$ cat config.mk
export PLATFORM = sky130hd
export DESIGN_NAME = apb_master_bridge
export DESIGN_NICKNAME = d
export VERILOG_FILES = /design/src/rtl/apb_master_bridge.sv
export SDC_FILE = /design/constraint.sdc
export NUM_CORES = 1
export LEC_CHECK = 0
export BUFFER_PORTS_ARGS = -buffer_cell sky130_fd_sc_hd__clkbuf_2
export CAP_MARGIN = 20
export CORE_MARGIN = 2
export CORE_UTILIZATION = 40
export CTS_CLUSTER_DIAMETER = 50
export DETAILED_ROUTE_END_ITERATION = 8
export PLACE_DENSITY = 0.72
export SLEW_MARGIN = 20
export SYNTH_ARGS = -nofsm -noshare
export SYNTH_HDL_FRONTEND = slang
export SYNTH_SLANG_ARGS = --single-unit
$ cat constraint.sdc
create_clock -name i_clk -period 2.9 [get_ports i_clk]
set_clock_uncertainty 0.05 [all_clocks]
set_input_delay 0.58 -clock i_clk [delete_from_list [all_inputs] [get_ports i_clk]]
set_output_delay 0.58 -clock i_clk [all_outputs]
set_load 0.05 [all_outputs]
$ cat src/rtl/apb_master_bridge.sv
// rtl/apb_master_bridge.sv - APB initiator bridging a valid/ready command channel to one APB transfer
// Single outstanding SETUP->ACCESS transfer with a wait-state timeout and a held response.
module apb_master_bridge #(
  parameter int ADDR_W  = 32,
  parameter int DATA_W  = 32,
  parameter int TIMEOUT = 16
) (
  input  logic              i_clk,
  input  logic              i_rst,
  input  logic              i_cmd_valid,
  output logic              o_cmd_ready,
  input  logic              i_cmd_write,
  input  logic [ADDR_W-1:0] i_cmd_addr,
  input  logic [DATA_W-1:0] i_cmd_wdata,
  output logic              o_rsp_valid,
  input  logic              i_rsp_ready,
  output logic [DATA_W-1:0] o_rsp_rdata,
  output logic              o_rsp_err,
  output logic              o_rsp_timeout,
  output logic [ADDR_W-1:0] o_paddr,
  output logic              o_wr_en,
  output logic              o_psel,
  output logic              o_pen,
  output logic [DATA_W-1:0] o_pwdata,
  input  logic [DATA_W-1:0] i_prdata,
  input  logic              i_pready,
  input  logic              i_pselverr
);

  localparam int CNT_W = $clog2(TIMEOUT) + 1;
  localparam logic [CNT_W-1:0] CNT_LAST = CNT_W'(TIMEOUT - 1);

  typedef enum logic [1:0] {IDLE, SETUP, ACCESS, RESP} state_t;

  state_t             r_state, w_state;
  logic [ADDR_W-1:0]  r_paddr, w_paddr;
  logic [DATA_W-1:0]  r_pwdata, w_pwdata;
  logic               r_wr_en, w_wr_en;
  logic               r_psel, w_psel;
  logic               r_pen, w_pen;
  logic               r_rsp_valid, w_rsp_valid;
  logic               r_rsp_err, w_rsp_err;
  logic               r_rsp_to, w_rsp_to;
  logic [DATA_W-1:0]  r_rsp_rdata, w_rsp_rdata;
  logic [CNT_W-1:0]   r_cnt, w_cnt;

  always_ff @(posedge i_clk) begin
    if (i_rst) begin
      r_state     <= IDLE;
      r_paddr     <= '0;
      r_pwdata    <= '0;
      r_wr_en     <= 1'b0;
      r_psel      <= 1'b0;
      r_pen       <= 1'b0;
      r_rsp_valid <= 1'b0;
      r_rsp_err   <= 1'b0;
      r_rsp_to    <= 1'b0;
      r_rsp_rdata <= '0;
      r_cnt       <= '0;
    end else begin
      r_state     <= w_state;
      r_paddr     <= w_paddr;
      r_pwdata    <= w_pwdata;
      r_wr_en     <= w_wr_en;
      r_psel      <= w_psel;
      r_pen       <= w_pen;
      r_rsp_valid <= w_rsp_valid;
      r_rsp_err   <= w_rsp_err;
      r_rsp_to    <= w_rsp_to;
      r_rsp_rdata <= w_rsp_rdata;
      r_cnt       <= w_cnt;
    end
  end

  always_comb begin
    w_state     = r_state;
    w_paddr     = r_paddr;
    w_pwdata    = r_pwdata;
    w_wr_en     = r_wr_en;
    w_psel      = r_psel;
    w_pen       = r_pen;
    w_rsp_valid = r_rsp_valid;
    w_rsp_err   = r_rsp_err;
    w_rsp_to    = r_rsp_to;
    w_rsp_rdata = r_rsp_rdata;
    w_cnt       = r_cnt;
    case (r_state)
      IDLE: begin
        if (i_cmd_valid) begin
          w_paddr  = i_cmd_addr;
          w_pwdata = i_cmd_wdata;
          w_wr_en  = i_cmd_write;
          w_psel   = 1'b1;
          w_pen    = 1'b0;
          w_state  = SETUP;
        end
      end
      SETUP: begin
        w_pen   = 1'b1;
        w_cnt   = '0;
        w_state = ACCESS;
      end
      ACCESS: begin
        // pready is checked first so a response on the last allowed cycle still completes
        if (i_pready) begin
          w_psel      = 1'b0;
          w_pen       = 1'b0;
          w_rsp_valid = 1'b1;
          w_rsp_err   = i_pselverr;
          w_rsp_to    = 1'b0;
          w_rsp_rdata = (!r_wr_en && !i_pselverr) ? i_prdata : '0;
          w_state     = RESP;
        end else if (r_cnt == CNT_LAST) begin
          w_psel      = 1'b0;
          w_pen       = 1'b0;
          w_rsp_valid = 1'b1;
          w_rsp_err   = 1'b1;
          w_rsp_to    = 1'b1;
          w_rsp_rdata = '0;
          w_state     = RESP;
        end else begin
          w_cnt = r_cnt + CNT_W'(1);
        end
      end
      RESP: begin
        if (i_rsp_ready) begin
          w_rsp_valid = 1'b0;
          w_rsp_err   = 1'b0;
          w_rsp_to    = 1'b0;
          w_state     = IDLE;
        end
      end
      default: w_state = IDLE;
    endcase
  end

  assign o_cmd_ready   = (r_state == IDLE);
  assign o_rsp_valid   = r_rsp_valid;
  assign o_rsp_rdata   = r_rsp_rdata;
  assign o_rsp_err     = r_rsp_err;
  assign o_rsp_timeout = r_rsp_to;
  assign o_paddr       = r_paddr;
  assign o_wr_en       = r_wr_en;
  assign o_psel        = r_psel;
  assign o_pen         = r_pen;
  assign o_pwdata      = r_pwdata;

endmodule

-- Word-level counts from Yosys, hierarchy flattened
Index checks and enable logic that the tools add are counted.
- logic and storage cells: 62
- bits in registers: 109
- input port bits: 103
- output and inout port bits: 103
- multiplexer cells: 25
- reductions and logical operators: 16
- equal/unequal tests: 9
- $add $sub $neg: 1
- operators by type and width (operator ; count):
    2-to-1 mux 32 bit ; 3
    AND reduction 3 bit ; 5
    2-to-1 mux 5 bit ; 2
    one-hot mux 5 bit (2 select lines) ; 1
    2-to-1 mux 1 bit ; 9
    2-to-1 mux 2 bit ; 4
    inequality test 2 bit, second input constant ; 4
    one-hot mux 1 bit (2 select lines) ; 4
    one-hot mux 2 bit (4 select lines) ; 1
    nonzero test 2 bit ; 4
    adder 5 x 1 -> 5 bit, second input constant ; 1
    == test 5 x 4 -> 1 bit, second input constant ; 1
    == test 2 bit, second input constant ; 2
    AND reduction 2 bit ; 2
    inequality test 3 bit, second input constant ; 1
    one-hot mux 1 bit (3 select lines) ; 1
    nonzero test 3 bit ; 1
    == test 2 x 1 -> 1 bit, second input constant ; 1
    zero test 1 bit ; 2
    zero test 2 bit ; 1
    logical AND 1 bit ; 1

-- Depth between registers and ports, before layout
- depth in word-level cells: 4
- depth in mapped cells: 7
- gate-level depth less buffers: 6

-- Least setup slack after synthesis
OpenSTA, ideal clock, no wires.
- path type: register to register
- from: reg r_state[0]
- to: reg r_paddr[29], in the netlist o_paddr[29]
- period minus slack after synthesis: 1812 ps
- path buffers: 2
- arrival time: 1692 ps
- data required time: 2779 ps
- cell stages (with the launch flop): 8
- path slack: 1088 ps
- cell sequence: dfxtp_1 > inv_1 > ha_1 > and2_1 > buf_2 > buf_2 > nand2_1 > a21oi_1
- longest elaborated chain between the ends: 2
- ends and longest elaborated chain (what ; RTL line ; source):
    start: declaration ; 35 ; state_t r_state, w_state;
    start signal: assignment ; 61 ; r_state <= w_state;
    zero test 2 bit ; - ;
    named net o_cmd_ready ; 11 ; output logic o_cmd_ready,
    AND reduction 2 bit (no source line) ; - ;
    end signal: assignment ; 62 ; r_paddr <= w_paddr;
    end: declaration ; 36 ; logic [ADDR_W-1:0] r_paddr, w_paddr;
The timed path passes the listed nets, and every way through them passes these cells.
A chain may end at the register's enable or synchronous reset.

-- Worst setup path in the final report
- from: reg r_state[0]
- to: out o_cmd_ready
- longest elaborated chain between the ends: 1
- ends and longest elaborated chain (what ; RTL line ; source):
    zero test 2 bit ; 137 ; assign o_cmd_ready = (r_state == IDLE);
    end: declaration ; 11 ;
No other way between the ends.

==> results.ini <==
[yosys]
syn_area_sq_mm=0.00395
synth_flop_cell=dfxtp_1
synth_seq_cells=109
synth.most_common_cell=nand2_1
synth_top_cell_area_share_pct=55.3
synth_edf_count=0
synthTopCellsByArea=dfxtp_1, nand2_1, a21oi_1
netlist_top_cells_count=nand2_1, dfxtp_1, a21oi_1
synth.avg_cell_area_sq_um=8.52
syn_nets=574
ys_seq_area_share_pct=55.3
ys_types=33
syn_inst=463
yosys_warnings=0
async_flop_share_pct=0
synth.largest_area_cell=dfxtp_1

[detailed_routing]
drtAntennaViolNets=0
drc=0
vias=3801
post_drt_wl_per_cell_um=12.8
firstDrtPassIters=4
route.final.wire_length_um=10100
via_per_inst=4.82
drt_iter0_markers=111

[critical_path]
path_buf_inv=2
crit_required_ns=2.27
end_kind=output pin
worstSetupStartpointType=register
max_stage_delay_ns=0.35
arrival_ns=1.48
crit_slowest_cell=dfxtp_1
worstPathCellList=inv_1 -> ha_1 -> clkbuf_2
crit_family=buffers and inverters
worst-setup-path-type=register to output pin
crit_fanout=4

[final_layout]
nets=762
fill_cells=936
fin_cells=789
post_route_cells_drive_above_1_share_pct=35.5
antennaDiodeCount=0
syn_to_final_growth_pct=34.7

[clocking]
cts_setup_buffers=0
cts_htree_levels=3
clk_latency_ns=0.36
postCtsResizedCells=0
clk_pin_slew_ns=0.10
cts-root-buf=clkbuf_8
cts.sinks=109
cts_buffer_depth=2
cts_buffers=9
cts_tree=done
postCtsHoldBufs=0

[die]
core_sq_mm=0.00968
initial_core_util_pct=40.7
ios=206
fp-row-count=36
die_w_um=103
die_y_um=103
die-area_sq_mm=0.0107

[timing]
final-hold-violation-count=0
fin_setup_tns_ns=0
rsz0062_at_grt=false
period_needed_ns=2.11
fmax_mhz=475
worst_pin_slew_ns=0.679
slew_viol_final=0
max_slew_margin_pct=54.5
min_period_over_period_pct=72.6
setup_viol_count_final=0

[global_route]
grt_start_max_net_pins=54
antenna_found_initial=0
grt.total_usage_pct=18.0
overflow=0
grt_pass1_wl_um=15100
grt_pass1_vias=3423

[placement]
hpwl_um=7420
placedCellCount=773
port-buffer-count=205
gp_congestion=0.789

[worst_hold_path]
hold_class=input port to register

[pwr]
power.density_mw_per_mm2=891
leakage_uw=0.00246
ir_drop_uv=464

[flow_run]
maxCapViolations=0

[run_status]
status=finished clean

## sequential cells by signal (all words and copies together), names as in the netlist
| signal | cells |
|---|---|
| r_cnt | 5 |
| o_pen | 1 |
| r_state | 2 |
| o_paddr | 32 |
| o_wr_en | 1 |
| o_rsp_valid | 1 |
| o_rsp_timeout | 1 |
| o_rsp_err | 1 |
| o_pwdata | 32 |
| o_rsp_rdata | 32 |
| o_psel | 1 |
## stage by stage
stage                     cell area (sq um)  utilization, %  total power [uW]  hold slack [ns]  setup slack (ns)
after detailed placement               5050            52.2              3620            0.397             0.578
final                                  5320            54.9              4740            0.373             0.794
after global routing                   5320            54.9              4990            0.367             0.643
after floorplan                        3950               -              3170            0.398              1.09
after CTS                              5320            54.9              4790            0.353             0.544
after global placement                 5050            52.2              3580            0.391             0.736
## path summary, 6_finish.rpt
| path | cells past startpoint | to | slack [ns] | startpoint |
|---|---|---|---|---|
| worst max-delay path | 3 | o_cmd_ready | 0.79 | r_state[0]$_SDFFE_PP0P_ |
| worst min-delay path | 3 | o_pwdata[21]$_SDFFE_PP0P_ | 0.37 | i_cmd_wdata[21] |
| worst max register to register | 6 | o_rsp_err$_SDFFE_PP0P_ | 0.81 | r_cnt[0]$_SDFFE_PP0P_ |
| worst min register to register | 2 | o_pwdata[1]$_SDFFE_PP0P_ | 0.41 | o_pwdata[1]$_SDFFE_PP0P_ |
## area by class of cell
type | count | area (sq um) | share of cell area (%)
clock buffer | 10 | 128 | 2.40
clock inverter | 6 | 134 | 2.52
inverter | 7 | 26.3 | 0.494
multi-input combinational | 314 | 1590 | 29.9
sequential | 109 | 2180 | 41.0
tap | 133 | 166 | 3.13
timing repair buffer | 210 | 1090 | 20.5
## cell families (layout without fill, tap and decap cells)
logic type	after synthesis	after routing	share of synthesized area, %
buf+inv	40	233	4.63
compound gates	113	113	17.3
fa+ha+maj	8	8	2.54
xor+xnor	1	1	0.222
flops	109	109	55.3
simple gates	192	192	20.0
## report_power, final
group | switching, uW | internal [uW]
sequential | 127 | 1720
clock | 502 | 663
combinational | 1310 | 412
## worst min-delay path, stage by stage
cell and delay (ns):
clkbuf_2 0.08, nand2_1 0.04, a21oi_1 0.05
## cells in the final DEF (no fill, tap or decap), drive strengths merged, types with 2 or more instances in the layout
cell type / count
buf: 6
a21o: 2
nand2b: 4
a21oi: 69
nor3: 3
inv: 8
nor2: 35
nand2: 135
nand3: 4
dfxtp: 109
a22o: 2
clkbuf: 214
o311ai: 2
and3: 2
nor2b: 2
o21ai: 2
bufinv: 4
and4bb: 2
a22oi: 32
ha: 8
o41ai: 2
## layer usage
layer  global-route usage (%)  vias up  wire [um]
met5                        0        -          0
met4                     8.00        0        153
met3                     6.45       13        949
met2                     30.8      156       4770
met1                     20.3     1719       4250
li1                         -     1913          -
No activity file was read; power rests on OpenSTA's default activity.
